### src/rtl/uart_tx_pkg.sv
// uart_tx_pkg: shared state encoding and line levels for the UART frame controller.
// Build option: UART_TX_PARITY_EN adds the PARITY state to the encoding.
package uart_tx_pkg;

`ifdef UART_TX_PARITY_EN
  typedef enum logic [2:0] {
    IDLE   = 3'd0,
    START  = 3'd1,
    DATA   = 3'd2,
    PARITY = 3'd3,
    STOP   = 3'd4
  } tx_state_t;
`else
  typedef enum logic [2:0] {
    IDLE  = 3'd0,
    START = 3'd1,
    DATA  = 3'd2,
    STOP  = 3'd4
  } tx_state_t;
`endif

  localparam logic TX_IDLE_LEVEL = 1'b1;
  localparam logic START_BIT     = 1'b0;
  localparam logic STOP_BIT      = 1'b1;

endpackage

### src/rtl/uart_tx_ctrl_parity_calc.sv
// parity_calc: combinational parity bit for the frame currently on the line.
// Only built with UART_TX_PARITY_EN; the default build has no parity logic at all.
// Even parity is the XOR-reduce of the data, odd parity its inverse.
`ifdef UART_TX_PARITY_EN
module parity_calc #(
  parameter int DATA_WIDTH = 8
) (
  input  logic [DATA_WIDTH-1:0] i_data,
  input  logic                  i_par_typ,
  input  logic                  i_par_en,
  output logic                  o_par_bit
);

  assign o_par_bit = i_par_en & ((^i_data) ^ i_par_typ);

endmodule
`endif

### src/rtl/uart_tx_ctrl.sv
// uart_tx_ctrl: UART transmit frame controller. Accepts bytes over valid/ready into a
// one-entry hold register and sequences the external serializer through
// start / data / [parity] / stop, one bit per CLK cycle, back-to-back when possible.
// Build option: UART_TX_PARITY_EN adds PAR_EN/PAR_TYP ports and the PARITY state.
//
// state  | meaning
// IDLE   | line high, waiting for a held byte
// START  | start bit on the line, serializer loads the frame register
// DATA   | serializer shifts, line follows ser_data (LSB first)
// PARITY | parity bit of the frame register (parity build only)
// STOP   | stop bit; chains straight into START if a byte is held
module uart_tx_ctrl
  import uart_tx_pkg::*;
#(
  parameter int DATA_WIDTH = 8
) (
  input  logic                  CLK,
  input  logic                  RST,
  input  logic [DATA_WIDTH-1:0] P_DATA,
  input  logic                  DATA_VALID,
  output logic                  DATA_READY,
`ifdef UART_TX_PARITY_EN
  input  logic                  PAR_EN,
  input  logic                  PAR_TYP,
`endif
  input  logic                  ser_done,
  input  logic                  ser_data,
  output logic                  ser_en,
  output logic                  ser_load,
  output logic [DATA_WIDTH-1:0] ser_pdata,
  output logic                  TX_OUT,
  output logic                  Busy
);

  tx_state_t             r_state;
  tx_state_t             w_next_state;
  logic [DATA_WIDTH-1:0] r_hold;
  logic                  r_hold_full;
  logic [DATA_WIDTH-1:0] r_ser_pdata;
  logic                  w_push;
  logic                  w_pop;

  assign DATA_READY = ~r_hold_full;
  assign w_push     = DATA_VALID & ~r_hold_full;
  // The hold register is popped on every edge that enters START.
  assign w_pop      = r_hold_full & ((r_state == IDLE) | (r_state == STOP));
  assign ser_pdata  = r_ser_pdata;

  // Hold register push/pop and frame register load.
  always_ff @(posedge CLK or posedge RST) begin
    if (RST) begin
      r_hold      <= '0;
      r_hold_full <= 1'b0;
      r_ser_pdata <= '0;
    end else begin
      if (w_pop) begin
        r_ser_pdata <= r_hold;
      end
      if (w_push) begin
        r_hold      <= P_DATA;
        r_hold_full <= 1'b1;
      end else if (w_pop) begin
        r_hold_full <= 1'b0;
      end
    end
  end

`ifdef UART_TX_PARITY_EN
  logic r_hold_par_en;
  logic r_hold_par_typ;
  logic r_par_en;
  logic r_par_typ;
  logic w_par_bit;

  // Parity settings travel with their byte: captured at push, promoted at pop, so a
  // byte queued behind an in-flight frame cannot change that frame's parity.
  always_ff @(posedge CLK or posedge RST) begin
    if (RST) begin
      r_hold_par_en  <= 1'b0;
      r_hold_par_typ <= 1'b0;
      r_par_en       <= 1'b0;
      r_par_typ      <= 1'b0;
    end else begin
      if (w_push) begin
        r_hold_par_en  <= PAR_EN;
        r_hold_par_typ <= PAR_TYP;
      end
      if (w_pop) begin
        r_par_en  <= r_hold_par_en;
        r_par_typ <= r_hold_par_typ;
      end
    end
  end

  parity_calc #(
    .DATA_WIDTH(DATA_WIDTH)
  ) u_parity (
    .i_data   (r_ser_pdata),
    .i_par_typ(r_par_typ),
    .i_par_en (r_par_en),
    .o_par_bit(w_par_bit)
  );
`endif

  // FSM state register.
  always_ff @(posedge CLK or posedge RST) begin
    if (RST) begin
      r_state <= IDLE;
    end else begin
      r_state <= w_next_state;
    end
  end

  // FSM next state and line/serializer controls; outputs depend on state only.
  always_comb begin
    w_next_state = r_state;
    ser_en       = 1'b0;
    ser_load     = 1'b0;
    TX_OUT       = TX_IDLE_LEVEL;
    Busy         = 1'b1;
    case (r_state)
      IDLE: begin
        Busy = 1'b0;
        if (r_hold_full) begin
          w_next_state = START;
        end
      end
      START: begin
        TX_OUT       = START_BIT;
        ser_load     = 1'b1;
        w_next_state = DATA;
      end
      DATA: begin
        ser_en = 1'b1;
        TX_OUT = ser_data;
        if (ser_done) begin
`ifdef UART_TX_PARITY_EN
          w_next_state = r_par_en ? PARITY : STOP;
`else
          w_next_state = STOP;
`endif
        end
      end
`ifdef UART_TX_PARITY_EN
      PARITY: begin
        TX_OUT       = w_par_bit;
        w_next_state = STOP;
      end
`endif
      STOP: begin
        TX_OUT       = STOP_BIT;
        w_next_state = r_hold_full ? START : IDLE;
      end
      default: begin
        w_next_state = IDLE;
      end
    endcase
  end

endmodule

### config.mk
export PLATFORM = sky130hd
export DESIGN_NAME = uart_tx_ctrl
export DESIGN_NICKNAME = d
export VERILOG_FILES = /design/src/rtl/uart_tx_pkg.sv /design/src/rtl/uart_tx_ctrl_parity_calc.sv /design/src/rtl/uart_tx_ctrl.sv
export SDC_FILE = /design/constraint.sdc
export NUM_CORES = 1
export LEC_CHECK = 0
export BUFFER_PORTS_ARGS = -buffer_cell sky130_fd_sc_hd__buf_2
export CAP_MARGIN = 20
export CORE_MARGIN = 5
export CORE_UTILIZATION = 47
export DETAILED_ROUTE_END_ITERATION = 10
export HOLD_SLACK_MARGIN = 0.06
export PLACE_DENSITY = 0.75
export SKIP_LAST_GASP = 1
export SYNTH_ARGS = -nofsm -noshare
export SYNTH_HDL_FRONTEND = slang
export SYNTH_HIERARCHICAL = 1
export SYNTH_SLANG_ARGS = --single-unit
### constraint.sdc
create_clock -name CLK -period 1.3 [get_ports CLK]
set_input_delay 0.39 -clock CLK [delete_from_list [all_inputs] [get_ports CLK]]
set_output_delay 0.39 -clock CLK [all_outputs]
set_load 0.05 [all_outputs]
* Yosys cells after proc, flatten, opt, wreduce, memory -nomap -nowiden
Index checks and enable logic that the tools add are counted.
** Storage, ports and cells
- Memories :: 0
- Bits of input ports :: 13
- Register bits :: 20
- ROM bits :: 0
- Latch bits :: 0
- RAM bits :: 0
- Logic and storage cells :: 26
** Cells by class
- Bitwise operators :: 4
- Muxes and demuxes :: 10
- Equality and inequality tests :: 5
- Div/mod/pow operators :: 0
- Reduce and logical (&&, ||, !) cells :: 3
- Multiply operators :: 0
- $add $sub $neg :: 0
- Order comparisons :: 0
- Shifts and indexed selects :: 0
** Operators with widths (count)
- $pmux 3 s4 :: 1
- $mux 1 :: 6
- $mux 3 :: 2
- $ne 2x2->1 const B :: 2
- $eq 3x1->1 const B :: 1
- $eq 3x2->1 const B :: 1
- $eq 3x3->1 const B :: 1
- $logic_not 3->1 :: 1
- $and 1x1->1 :: 2
- $pmux 1 s2 :: 1
- $reduce_and 2->1 :: 1
- $reduce_bool 2->1 :: 1
- $not 1->1 :: 1
- $or 1x1->1 :: 1

* Longest topological paths before layout
- Word-level depth :: 5
- Gate-level depth with buffers :: 3

* Worst setup path before layout
No wires, ideal clock.
- Path kind :: register -> output
- Start point :: register r_state[0]
- End point :: output ser_en
- Cell stages (with the launch flop) :: 2
- Path buffers :: 0
- Slack :: -0.703 ns
- Data arrival time :: 1.613 ns
- Data required time :: 0.910 ns
- Path through :: dfrtp_1 > nor3b_1
** Between the ends
- Cells in the longest elaborated chain, start to end :: 2
** Ends and longest elaborated chain
- start, declared :: RTL line uart_tx_ctrl.sv:35 : tx_state_t r_state;
- start signal, assigned :: RTL line uart_tx_ctrl.sv:110 : r_state <= w_next_state;
- $eq 3x2->1 :: RTL line uart_tx_ctrl.sv:121 : case (r_state)
- $mux 1 :: RTL line uart_tx_ctrl.sv:121
- end, declared :: RTL line uart_tx_ctrl.sv:28 : output logic ser_en,
No other way between the ends.

* Worst setup path in the final report
Ends and elaborated chain as after synthesis.

==> impl_metrics.ini <==
[placement]
post_dp_cell_area_um2 = 1055
portBuffers = 25
dp_hpwl_um = 1137
place.gp.congestion = 0.7042

[detailed_routing]
via_per_inst = 4.936
dr.pass1.iters = 2
remaining_drc_errors = 0
ant_nets = 0
wl_per_cell_um = 15.59
drtIter0Drc = 1
routed_wl_um = 1715
vias = 543

[timing]
max_freq_ghz = 0.5919
hold_slack_ns = 0.09811
maxSlewViolCount = 0
setup_viol_count_final = 13
finClkSkew_ns = 0.001236
finalHoldViolCount = 0
post-route-period-util_pct = 130.0
slew_headroom_pct = 83.21
tightest_slew_ns = 0.2518
rsz0062_at_grt = true
worst_slack_ns = -0.3894
finalSetupTns_ns = -2.484
period_minus_slack_ns = 1.689

[die]
die_height_um = 51.18
start_util_pct = 51.12
core_area_um2 = 1559
die-area_um2 = 2619
ioPinCount = 26
rows = 14
die_w_um = 51.18

[grt]
grt_pass1_vias = 609
antenna_found_initial = 0
grt_usage_pct = 15.02
grt_pass1_wl_um = 2842
grt_max_degree = 21
globalRouteOverflowTotal = 0

[yosys]
synth_top_area_share_pct = 62.79
ys_types = 13
synth_area_um2 = 797.0
synthTopCellsByArea = dfrtp_1, mux2_2, nor3b_1, nor2b_1, nor3b_2
synth-seq-cells = 20
seq_area_frac_synth_pct = 62.79
syn_inst = 53
synth_nets = 66
yosysTopAreaCell = dfrtp_1
synth.avg_cell_area_um2 = 15.04
ys.warnings.count = 6

[worst_setup_path]
cpLargestDelayFamily = flip-flops
required_ns = 0.91
worstSetupPathType = register to output pin
crit_chain = buf_12 > nor3b_4 > buf_6
slowest_stage = dfrtp_2
crit_fanout = 5
crit_path_end_kind = output pin
cp.arrival_ns = 1.30
cp-start-kind = register
path_buf_inv = 2
slowest_delay_ns = 0.47

[clock_network]
cts.htree.levels = 1
hold_buffers = 0
cts_tree = yes
clk_pin_slew_ns = 0.11
cts_buffer_depth = 2
cts-root-buf = clkbuf_4
clk_latency_ns = 0.30
cts_buffers = 3
cts.sinks = 20

[cells_and_area]
antenna_cells = 0
final_area_um2 = 1252
fill_cells = 89
final_common_cell = dfrtp_1
nets = 108
layout-drive-gt1-share_pct = 74.47
area_delta_synth_final_pct = 57.14
layout_common_cells = dfrtp_1, buf_6, buf_2

[power]
power.density_nw_per_um2 = 3128
power_frac_comb_pct = 62.2
p_leak_nw = 0.6019
ir_worst_vdd_v = 0.001727
p_switching_mw = 1.642
pwr-share-seq_pct = 30.0
p_sw_share_pct = 41.91
pwr-share-clk_pct = 7.8
p_int_mw = 2.276

[min_path]
hold_class = primary input to asynchronous set/reset pin

[outcome]
violations = setup timing
status = finished with violations

[job]
maxCapViolCount = 0
==> area by class of cell <==
class | count | area [µm²] | area share (%)
Clock buffer | 4 | 26.28 | 2.098
Inverter | 2 | 7.507 | 0.5994
Multi-Input combinational cell | 29 | 356.6 | 28.47
Sequential cell | 20 | 503.0 | 40.16
Tap cell | 16 | 20.02 | 1.598
Timing Repair Buffer | 39 | 339.1 | 27.07
==> cell families after synthesis <==
family | count (synthesis) | share of synthesized area (%)
buf+inv | 4 | 2.982
simple gates | 11 | 9.420
mux | 16 | 22.61
flops | 20 | 62.79
compound gates | 2 | 2.198
==> flip-flops by register name, summed over array words and instances (netlist names) <==
name	cells
r_hold	8
ser_pdata	8
r_state	3
r_hold_full	1
==> worst paths after layout <==
path	start	endpoint	slack, ns	depth (start not counted)
min	RST	ser_pdata[6]$_DFFE_PP0P_	0.1	3
max in group asynchronous	RST	r_state[1]$_DFFE_PP0P_	0.98	3
min reg2reg	r_hold[3]$_DFFE_PP0P_	r_hold[3]$_DFFE_PP0P_	0.52	1
max	r_state[0]$_DFFE_PP0P_	ser_en	-0.39	3
max reg2reg	r_state[1]$_DFFE_PP0P_	ser_pdata[5]$_DFFE_PP0P_	-0.14	4
min in group CLK	ser_done	r_state[2]$_DFFE_PP0P_	0.31	2
==> metrics by stage <==
stage	setup slack [ns]	power [mW]	cells	util (%)
after floorplan	-0.04607	2.554	53	-
after global placement	-0.1527	2.993	102	67.66
after detailed placement	-0.1861	3.054	102	67.66
after CTS	-0.4089	3.618	108	74.08
after global routing	-0.4795	4.134	110	80.34
final	-0.3894	3.918	110	80.34
==> synth_stat cells <==
cell type   n
mux2_2     16
nor2_1      2
o21bai_1    1
nor3b_2     1
o21ba_2     1
or3_1       1
nor2b_1     2
buf_6       1
inv_1       2
buf_2       1
nor3b_1     4
and2_1      1
dfrtp_1    20
==> power groups by stage <==
stage          Sequential (mW)  Clock (mW)  Combinational [mW]
2_1_floorplan             1.57           0               0.980
3_3_place_gp              1.12           0                1.88
3_5_place_dp              1.13           0                1.92
4_1_cts                   1.13       0.312                2.18
5_1_grt                   1.22       0.345                2.57
6_report                  1.18       0.306                2.44
==> repair_timing <==
| action | 4_1_cts | 5_1_grt |
|---|---|---|
| setup buffers | 1 | 2 |
| resized for setup | 21 | 23 |
| pin swaps | 2 | 0 |
| cloned | 1 | 0 |
| endpoints found under the setup margin | 21 | 29 |
| endpoints found under the hold margin | 0 | 0 |
==> worst min-delay path: stages <==
cell and delay, ns:
buf_2 0.10, inv_1 0.04, buf_4 0.26
==> layer usage <==
| metal | share of wire [%] | wire length (µm) | up-vias | global-route usage, % |
|---|---|---|---|---|
| met4 | 1.5 | 26 | 0 | 6.726 |
| li1 | - | - | 264 | - |
| met3 | 4.4 | 75 | 2 | 4.360 |
| met5 | 0 | 0 | - | 0 |
| met1 | 45 | 778 | 263 | 18.49 |
| met2 | 49 | 835 | 14 | 24.46 |
(Power assumes the default switching activity.)
